--- src/rtl/alu_acc_stage.sv ---
// alu_acc_stage
//   Downstream stage of the 8-bit ALU. Captures the ALU result into an
//   accumulator, derives {Z,C,N,V} status flags from the operands and
//   opcode, and queues {flags,result} in a small show-ahead FIFO for a
//   valid/ready write-back consumer that may stall.
//
// Optional feature macro: ACC_SAT_EN
//   defined   : add with carry saturates to all-ones, subtract with borrow
//               saturates to zero (Z/N follow the saturated value, C/V the raw)
//   undefined : result is alu_dout unchanged (wrap-around)
//
// Ports
//   clk       in   rising-edge clock
//   rst       in   synchronous reset, active-low
//   alus      in   [3:0] ALU opcode (0000-1010 legal)
//   x, bus    in   [WIDTH-1:0] ALU operands
//   alu_dout  in   [WIDTH-1:0] ALU result (trusted)
//   ld        in   capture request
//   in_ready  out  queue has room this cycle
//   acc       out  [WIDTH-1:0] accumulator
//   flags     out  [3:0] {Z,C,N,V} of last accepted result
//   wb_valid  out  queue head valid
//   wb_ready  in   consumer accepts head
//   wb_data   out  [WIDTH-1:0] queue head result
//   wb_flags  out  [3:0] queue head flags
//   count     out  [$clog2(DEPTH):0] queue occupancy
//   drop      out  one-cycle pulse: legal ld rejected because the queue was full
//   op_err    out  sticky: ld seen with an illegal opcode
module alu_acc_stage #(
  parameter int WIDTH = 8,
  parameter int DEPTH = 4
) (
  input  logic                     clk,
  input  logic                     rst,
  input  logic [3:0]               alus,
  input  logic [WIDTH-1:0]         x,
  input  logic [WIDTH-1:0]         bus,
  input  logic [WIDTH-1:0]         alu_dout,
  input  logic                     ld,
  output logic                     in_ready,
  output logic [WIDTH-1:0]         acc,
  output logic [3:0]               flags,
  output logic                     wb_valid,
  input  logic                     wb_ready,
  output logic [WIDTH-1:0]         wb_data,
  output logic [3:0]               wb_flags,
  output logic [$clog2(DEPTH):0]   count,
  output logic                     drop,
  output logic                     op_err
);

  localparam int PW = $clog2(DEPTH);
  localparam int CW = PW + 1;
  localparam logic [CW-1:0] DEPTH_C = CW'(DEPTH);

  // Raw carry/borrow and signed overflow, returned as {C,V}.
  function automatic logic [1:0] calc_cv(input logic [3:0] op,
                                         input logic [WIDTH-1:0] a,
                                         input logic [WIDTH-1:0] b);
    logic               [WIDTH:0] sum_u;
    logic               [WIDTH:0] dif_u;
    logic signed        [WIDTH:0] sum_s;
    logic signed        [WIDTH:0] dif_s;
    logic c;
    logic v;
    sum_u = {1'b0, a} + {1'b0, b};
    dif_u = {1'b0, a} - {1'b0, b};
    sum_s = $signed({a[WIDTH-1], a}) + $signed({b[WIDTH-1], b});
    dif_s = $signed({a[WIDTH-1], a}) - $signed({b[WIDTH-1], b});
    c = 1'b0;
    v = 1'b0;
    case (op)
      4'b0001: begin c = sum_u[WIDTH]; v = sum_s[WIDTH] ^ sum_s[WIDTH-1]; end
      4'b0010: begin c = dif_u[WIDTH]; v = dif_s[WIDTH] ^ dif_s[WIDTH-1]; end
      4'b0011: begin c = &a;  v = (a == {1'b0, {(WIDTH-1){1'b1}}}); end
      4'b0100: begin c = ~|a; v = (a == {1'b1, {(WIDTH-1){1'b0}}}); end
      4'b1001: c = a[WIDTH-1];
      default: ;
    endcase
    return {c, v};
  endfunction

  // Saturating result: clamp add-with-carry high and subtract-with-borrow low.
  function automatic logic [WIDTH-1:0] sat_res(input logic [3:0] op,
                                               input logic [WIDTH-1:0] d,
                                               input logic c);
    logic [WIDTH-1:0] r;
    r = d;
    if (op == 4'b0001 && c) r = {WIDTH{1'b1}};
    if (op == 4'b0010 && c) r = {WIDTH{1'b0}};
    return r;
  endfunction

  logic [1:0]       w_cv;
  logic [WIDTH-1:0] w_res;
  logic [3:0]       w_flags;
  logic             w_legal;
  logic             w_push;
  logic             w_pop;
  logic             w_rej;

  logic [WIDTH-1:0]   r_acc;
  logic [3:0]         r_flags;
  logic [CW-1:0]      r_count;
  logic [PW-1:0]      r_wr;
  logic [PW-1:0]      r_rd;
  logic               r_drop;
  logic               r_op_err;
  logic [WIDTH+3:0]   r_mem [DEPTH];

  // Stage input: flag derivation and accept decision (combinational)
  assign w_cv = calc_cv(alus, x, bus);
`ifdef ACC_SAT_EN
  assign w_res = sat_res(alus, alu_dout, w_cv[1]);
`else
  assign w_res = alu_dout;
`endif
  assign w_flags = {(w_res == '0), w_cv[1], w_res[WIDTH-1], w_cv[0]};

  assign w_legal  = (alus <= 4'b1010);
  assign in_ready = (r_count < DEPTH_C);
  assign w_push   = ld & w_legal & in_ready;
  assign w_rej    = ld & w_legal & ~in_ready;
  assign w_pop    = wb_valid & wb_ready;

  // Stage output: accumulator, status and queue control registers
  always_ff @(posedge clk) begin
    if (!rst) begin
      r_acc    <= '0;
      r_flags  <= '0;
      r_count  <= '0;
      r_wr     <= '0;
      r_rd     <= '0;
      r_drop   <= 1'b0;
      r_op_err <= 1'b0;
    end else begin
      r_drop <= w_rej;
      if (ld && !w_legal) r_op_err <= 1'b1;
      if (w_push) begin
        r_acc   <= w_res;
        r_flags <= w_flags;
        r_wr    <= r_wr + 1'b1;
      end
      if (w_pop) r_rd <= r_rd + 1'b1;
      case ({w_push, w_pop})
        2'b10:   r_count <= r_count + 1'b1;
        2'b01:   r_count <= r_count - 1'b1;
        default: ;
      endcase
    end
  end

  // Queue storage holds data only; occupancy alone decides validity.
  always_ff @(posedge clk) begin
    if (w_push) r_mem[r_wr] <= {w_flags, w_res};
  end

  assign acc      = r_acc;
  assign flags    = r_flags;
  assign count    = r_count;
  assign drop     = r_drop;
  assign op_err   = r_op_err;
  assign wb_valid = (r_count != '0);
  assign wb_data  = r_mem[r_rd][WIDTH-1:0];
  assign wb_flags = r_mem[r_rd][WIDTH+3:WIDTH];

endmodule

--- config.mk ---
export PLATFORM = sky130hd
export DESIGN_NAME = alu_acc_stage
export DESIGN_NICKNAME = d
export VERILOG_FILES = /design/src/rtl/alu_acc_stage.sv
export SDC_FILE = /design/constraint.sdc
export NUM_CORES = 1
export LEC_CHECK = 0
export BUFFER_PORTS_ARGS = -buffer_cell sky130_fd_sc_hd__buf_2
export CAP_MARGIN = 10
export CORE_MARGIN = 4
export CORE_UTILIZATION = 35
export DETAILED_ROUTE_END_ITERATION = 10
export PLACE_DENSITY = 0.68
export REMOVE_ABC_BUFFERS = 1
export SLEW_MARGIN = 25
export SYNTH_ARGS = -nofsm -noshare
export SYNTH_HDL_FRONTEND = slang
export SYNTH_SLANG_ARGS = --single-unit
--- constraint.sdc ---
create_clock -name clk -period 2.7 [get_ports clk]
set_clock_uncertainty 0.1 [all_clocks]
set_input_delay 0.27 -clock clk [delete_from_list [all_inputs] [get_ports clk]]
set_output_delay 0.27 -clock clk [all_outputs]
set_load 0.1 [all_outputs]
==> run summary, run 1 <==
Switching Fraction -> 45.7%
Die Footprint -> 11300 µm²
first-pass GRT wire length -> 11300 µm
CP Max Fanout -> 9
Port Buffers -> 62
multi-input logic area -> 1500 µm²
num rows -> 35
Worst setup EP type -> flop
RePlAce Congestion -> 0.858
GR peak layer -> met2
Power Dens Cells -> 941 nW/µm²
Avg Inst Size Synth -> 12.4 µm²
Net Sw Power -> 1770 µW
# hold bufs at CTS -> 0
cell count of the worst reg-to-reg path -> 9
per-cell routed wire length -> 14.4 µm
final std cells w/o fill -> 486
Clk Latency, worst-skew pair -> 0.34 ns
Total Nets Final -> 412
largest net degree at the start of global routing -> 22
Clock power frac -> 23.0%
GR Util met2 -> 21.1%
Syn-to-layout area delta -> 21.5%
placed insts -> 470
Synth cell types -> 52
Worst Max-Slew Pin Slew -> 0.562 ns
Synth area leaders -> edfxtp_1, dfxtp_1, ha_1, mux4_2, nand2_1
met3 Resource Use GR -> 4.01%
layout cells sized above 1 -> 30.5%
Internal -> 2110 µW
Starting Density -> 36.4%
FFs w/ async S/R, synth -> 0%
WS Path Type -> in -> reg
gr ovfl total -> 0
run status -> finished, final reports clean
Seq/Total Area, Yosys -> 51.9%
RR Startpoint -> count[2]
area leader, netlist -> edfxtp_1
Synth Warn # -> 0
Final Hold Viols -> 0
fin crit period -> 2.33 ns
endpoints failing setup -> 0
vias in the first global route -> 2343
mapped cell area -> 3390 µm²
CTS tree -> done
RSZ-0062 raised after global routing -> false
Fill cells -> 859
CTS root buffer -> clkbuf_8
Die H -> 106 µm
slowest stage delay, CP -> 0.28 ns
Max-slew headroom -> 62.5%
met1 Use GR -> 16.3%
Post-synth top flop -> edfxtp_1
GRT Util Overall -> 12.8%
IO Pins -> 63
most frequent CP cell -> and3_1
most frequent cells in the layout -> buf_2, edfxtp_1, nand2_1
#FFs+latches synth -> 66
antenna-violating nets left -> 0
Die W -> 106 µm
Resize count post-CTS -> 0
storage element area -> 1760 µm²
max_cap viols -> 0
worst hold path startpoint -> alu_dout[3]
hold slack -> 0.0754 ns
CP startpoint kind -> primary input
Largest delay share family, worst path -> simple AND/OR/NAND/NOR gates
Seq pwr share -> 32.0%
EDFF count, synth -> 44
Total Wirelength -> 6980 µm
commonest non-fill, non-tap cell in the layout -> buf_2
antenna violations before repair -> 0
clock tree buffer depth -> 2
DP Area -> 3910 µm²
Arr. time, crit path -> 2.30 ns
fin. max-slew vios -> 0
CP cell instances -> buf_2 -> nor4b_2 -> buf_4 -> a41oi_1 -> xnor2_1 -> ha_1 -> and3_1 -> and3_1 -> a21boi_0 -> a21oi_1 -> o21ai_1 -> nand2_1
Max Clock Freq -> 0.429 GHz
Clock Sinks -> 66
drt initial violations -> 75
n_diodes -> 0
slowest CP cell -> ha_1
core area -> 9330 µm²
final setup TNS -> 0 ns
worst slack, placed -> -0.0190 ns
Detailed Place HPWL -> 5150 µm
Cells after Synth -> 274
Lkg Pwr -> 0.00167 µW
H-tree depth -> 3
Post-CTS Setup Inserts -> 0
# DRC -> 0
fin crit share -> 86.3%
worst hold stages -> 1
Synth top area share -> 38.9%
hold crit path type -> in -> reg
Design Area, Final -> 4130 µm²
Num CTS Buffers -> 9
Reg clk slew, reported paths -> 0.07 ns
Worst EP required -> 2.67 ns
Worst Setup SP -> alus[0]
combinational share of power -> 45.0%
worst path bufs/invs -> 2
Vias -> 2362
peak supply drop -> 0.916 mV
worst setup margin -> 0.370 ns
Vias/cell -> 4.86
Levels on crit path -> 12
first-pass detailed-route iteration total -> 4
[kinds of logic after synthesis]
group | Yosys count | synth area share (%)
AND/OR/NAND/NOR | 79 | 12.8
buffers and inverters | 27 | 3.98
XOR/XNOR | 12 | 3.10
multiplexers | 14 | 8.26
flip-flops | 66 | 51.9
AO/OA/AOI/OAI | 48 | 9.44
adder cells (fa/ha/maj) | 28 | 10.5
[routing by layer]
metal  share of wire, %  vias to the layer above
li1                   -                     1169
met2                 47                       57
met3                5.9                       10
met4                1.1                        0
met5                  0                        -
met1                 46                     1126
[power groups by stage]
stage	logic, µW	clock network (µW)	registers, µW
finish	1750	894	1240
global route	1840	962	1250
CTS	1760	915	1240
detailed placement	1760	0	1260
global placement	1750	0	1260
floorplan	1150	0	1550
[synth_stat cells, drive strengths merged (2+ instances only)]
cell type	n
a21boi	12
a21oi	10
a31oi	3
and2	12
and2b	2
and3	3
buf	5
clkbuf	5
dfxtp	22
edfxtp	44
ha	27
inv	17
mux2	2
mux4	11
nand2	29
nand3	4
nor2	8
nor2b	2
nor3	3
nor3b	2
nor4	3
nor4b	3
o21a	2
o21ai	10
or4	3
xnor2	10
xor2	2
[state kept, by name, indices dropped and copies added, names as in the netlist, named ones only]
| signal | flops |
|---|---|
| r_rd | 2 |
| op_err | 1 |
| drop | 1 |
| r_wr | 2 |
| acc | 7 |
| r_mem | 44 |
| count | 3 |
| flags | 4 |
[final timing paths]
path	to	slack, ns
setup / recovery	r_mem[3][10]	0.37
hold / removal	r_mem[2][3]	0.08
setup reg to reg	count[2]	0.53
hold reg to reg	acc[4]	0.36
[per-stage QoR]
stage,power (µW),utilization (%)
6_report,3880,44.2
3_3_place_gp,3010,41.9
4_1_cts,3920,44.2
3_5_place_dp,3020,41.9
5_1_grt,4050,44.2
2_1_floorplan,2690,-
[cell type report]
cell class	count	area share (%)
clock buffers	10	3.09
multi-input cells	181	36.3
well taps	129	3.91
repair buffers	77	10.3
inverters	17	1.55
clock inverters	6	2.18
flip-flops and latches	66	42.7
(Power assumes the default switching activity.)
==> run 2, diff against run 1 <==
- PLACE_DENSITY: 0.68 -> 0.66
- clock period: 2.7 -> 3 ns (I/O delays scaled with it)
==> run 2 against run 1 <==
Net effect:
- via count fell by 2.8%
- sequential cell count did not move
- power fell by 9.7%
- cell area fell by 1.9%
- sequential power fell by 8%
- worst hold slack improved by 0.030 ns
- die area did not move
- clock power fell by 6.6%
- largest power group unchanged
==> run summary, run 2 (same netlist as run 1, synthesis figures left out) <==
clock tree buffer depth -> 2
CP endpoint -> r_mem[3][10]
Vias/cell -> 4.83
Starting Density -> 36.4%
Lkg Pwr -> 0.00162 µW
combinational share of power -> 43.8%
FF-to-FF End -> count[2]
met1 Use GR -> 17.2%
most frequent cells in the layout -> buf_2, edfxtp_1, nand2_1
GR Util met2 -> 19.4%
Max-slew headroom -> 60.2%
vias in the first global route -> 2347
RR Startpoint -> count[2]
Worst Max-Slew Pin Slew -> 0.598 ns
WS Path Type -> in -> reg
worst setup margin -> 0.564 ns
run status -> finished, final reports clean
endpoints failing setup -> 0
Total Nets Final -> 401
Fill cells -> 874
slack of the worst reg-to-reg path -> 0.80 ns
fin crit period -> 2.44 ns
Worst Setup SP -> bus[4]
Detailed Place HPWL -> 5060 µm
fin. max-slew vios -> 0
Reg clk slew, reported paths -> 0.07 ns
Largest Register -> r_mem
Port Buffers -> 62
final setup TNS -> 0 ns
storage element area -> 1760 µm²
fin crit share -> 81.2%
# hold bufs at CTS -> 0
Die Footprint -> 11300 µm²
Num CTS Buffers -> 9
CP Max Fanout -> 4
n_diodes -> 0
Post-CTS Setup Inserts -> 0
antenna violations before repair -> 0
num rows -> 35
Die W -> 106 µm
Max Clock Freq -> 0.411 GHz
Resize count post-CTS -> 0
# DRC -> 0
hold crit path type -> in -> reg
Total Wirelength -> 6880 µm
antenna-violating nets left -> 0
worst slack, placed -> 0.203 ns
Clock power frac -> 23.8%
IO Pins -> 63
Switching Fraction -> 46.1%
CTS tree -> done
first-pass GRT wire length -> 11400 µm
core area -> 9330 µm²
Syn-to-layout area delta -> 19.3%
max reg flops -> 44
Arr. time, crit path -> 2.42 ns
Vias -> 2296
layout cells sized above 1 -> 28.6%
first-pass detailed-route iteration total -> 4
GR peak layer -> met2
Worst EP required -> 2.98 ns
largest net degree at the start of global routing -> 22
RSZ-0062 raised after global routing -> false
gr ovfl total -> 0
CTS root buffer -> clkbuf_8
RePlAce Congestion -> 0.870
cell count of the worst reg-to-reg path -> 9
Clock Sinks -> 66
Die H -> 106 µm
Internal -> 1890 µW
met3 Resource Use GR -> 4.13%
Worst setup EP type -> flop
Net Sw Power -> 1620 µW
peak supply drop -> 0.755 mV
commonest non-fill, non-tap cell in the layout -> buf_2
Final Hold Viols -> 0
GRT Util Overall -> 12.9%
per-cell routed wire length -> 14.5 µm
max_cap viols -> 0
Clk Latency, worst-skew pair -> 0.34 ns
Seq pwr share -> 32.4%
H-tree depth -> 3
drt initial violations -> 94
CP startpoint kind -> primary input
multi-input logic area -> 1500 µm²
Power Dens Cells -> 866 nW/µm²
run 2: changes by cell type in the layout (fill, tap and decap cells not counted), sizes merged:
cell and delta:
buf -11, clkbuf -1, clkinv +1, clkinvlp -1
inv +1
run 2: power groups by stage:
stage	clock [µW]	combinational, µW	sequential (µW)
after CTS	853	1550	1140
after floorplan	0	1030	1390
after global placement	0	1540	1150
after detailed placement	0	1550	1160
final	835	1530	1140
after global routing	895	1620	1150
run 2: layout make-up:
cell class,count,share of cell area [%]
clock buffer,9,3.06
inverter,17,1.58
timing repair buffer,66,8.41
sequential,66,43.5
tap,129,3.99
clock inverter,7,2.47
multi-input combinational,181,37.0
run 2: critical path: stages:
cell	delay, ns
buf_2	0.12
nor4_1	0.46
a21oi_1	0.16
xnor2_1	0.15
ha_1	0.28
and3_1	0.18
and3_1	0.17
a21boi_0	0.20
a21oi_1	0.09
o21ai_1	0.17
nand2_1	0.12
run 2: stage by stage:
stage / hold slack, ns / total power [µW] / utilization, % / area [µm²] / cells
finish: 0.105 / 3510 / 43.4 / 4050 / 475
global route: 0.0971 / 3670 / 43.4 / 4050 / 475
CTS: 0.0880 / 3540 / 43.4 / 4050 / 475
detailed placement: 0.354 / 2710 / 41.0 / 3820 / 459
global placement: 0.346 / 2700 / 41.0 / 3820 / 459
floorplan: 0.299 / 2430 / - / 3320 / 264
run 2: per-layer routing:
metal  routed length (µm)  part of all wire (%)  vias up
met5                    0                     0        -
met4                  144                   2.1        0
met3                  492                   7.2       16
met2                 3080                    45       82
met1                 3160                    46     1056
li1                     -                     -     1142
run 2: worst min path at each step:
stage                      startpoint     endpoint  depth (start not counted)
after global routing      alu_dout[3]  r_mem[3][3]                          1
final                     alu_dout[5]  r_mem[3][5]                          1
after detailed placement       acc[2]       acc[2]                          2
after floorplan           alu_dout[0]  r_mem[0][0]                          0
after global placement         op_err       op_err                          1
after CTS                 alu_dout[5]  r_mem[3][5]                          1
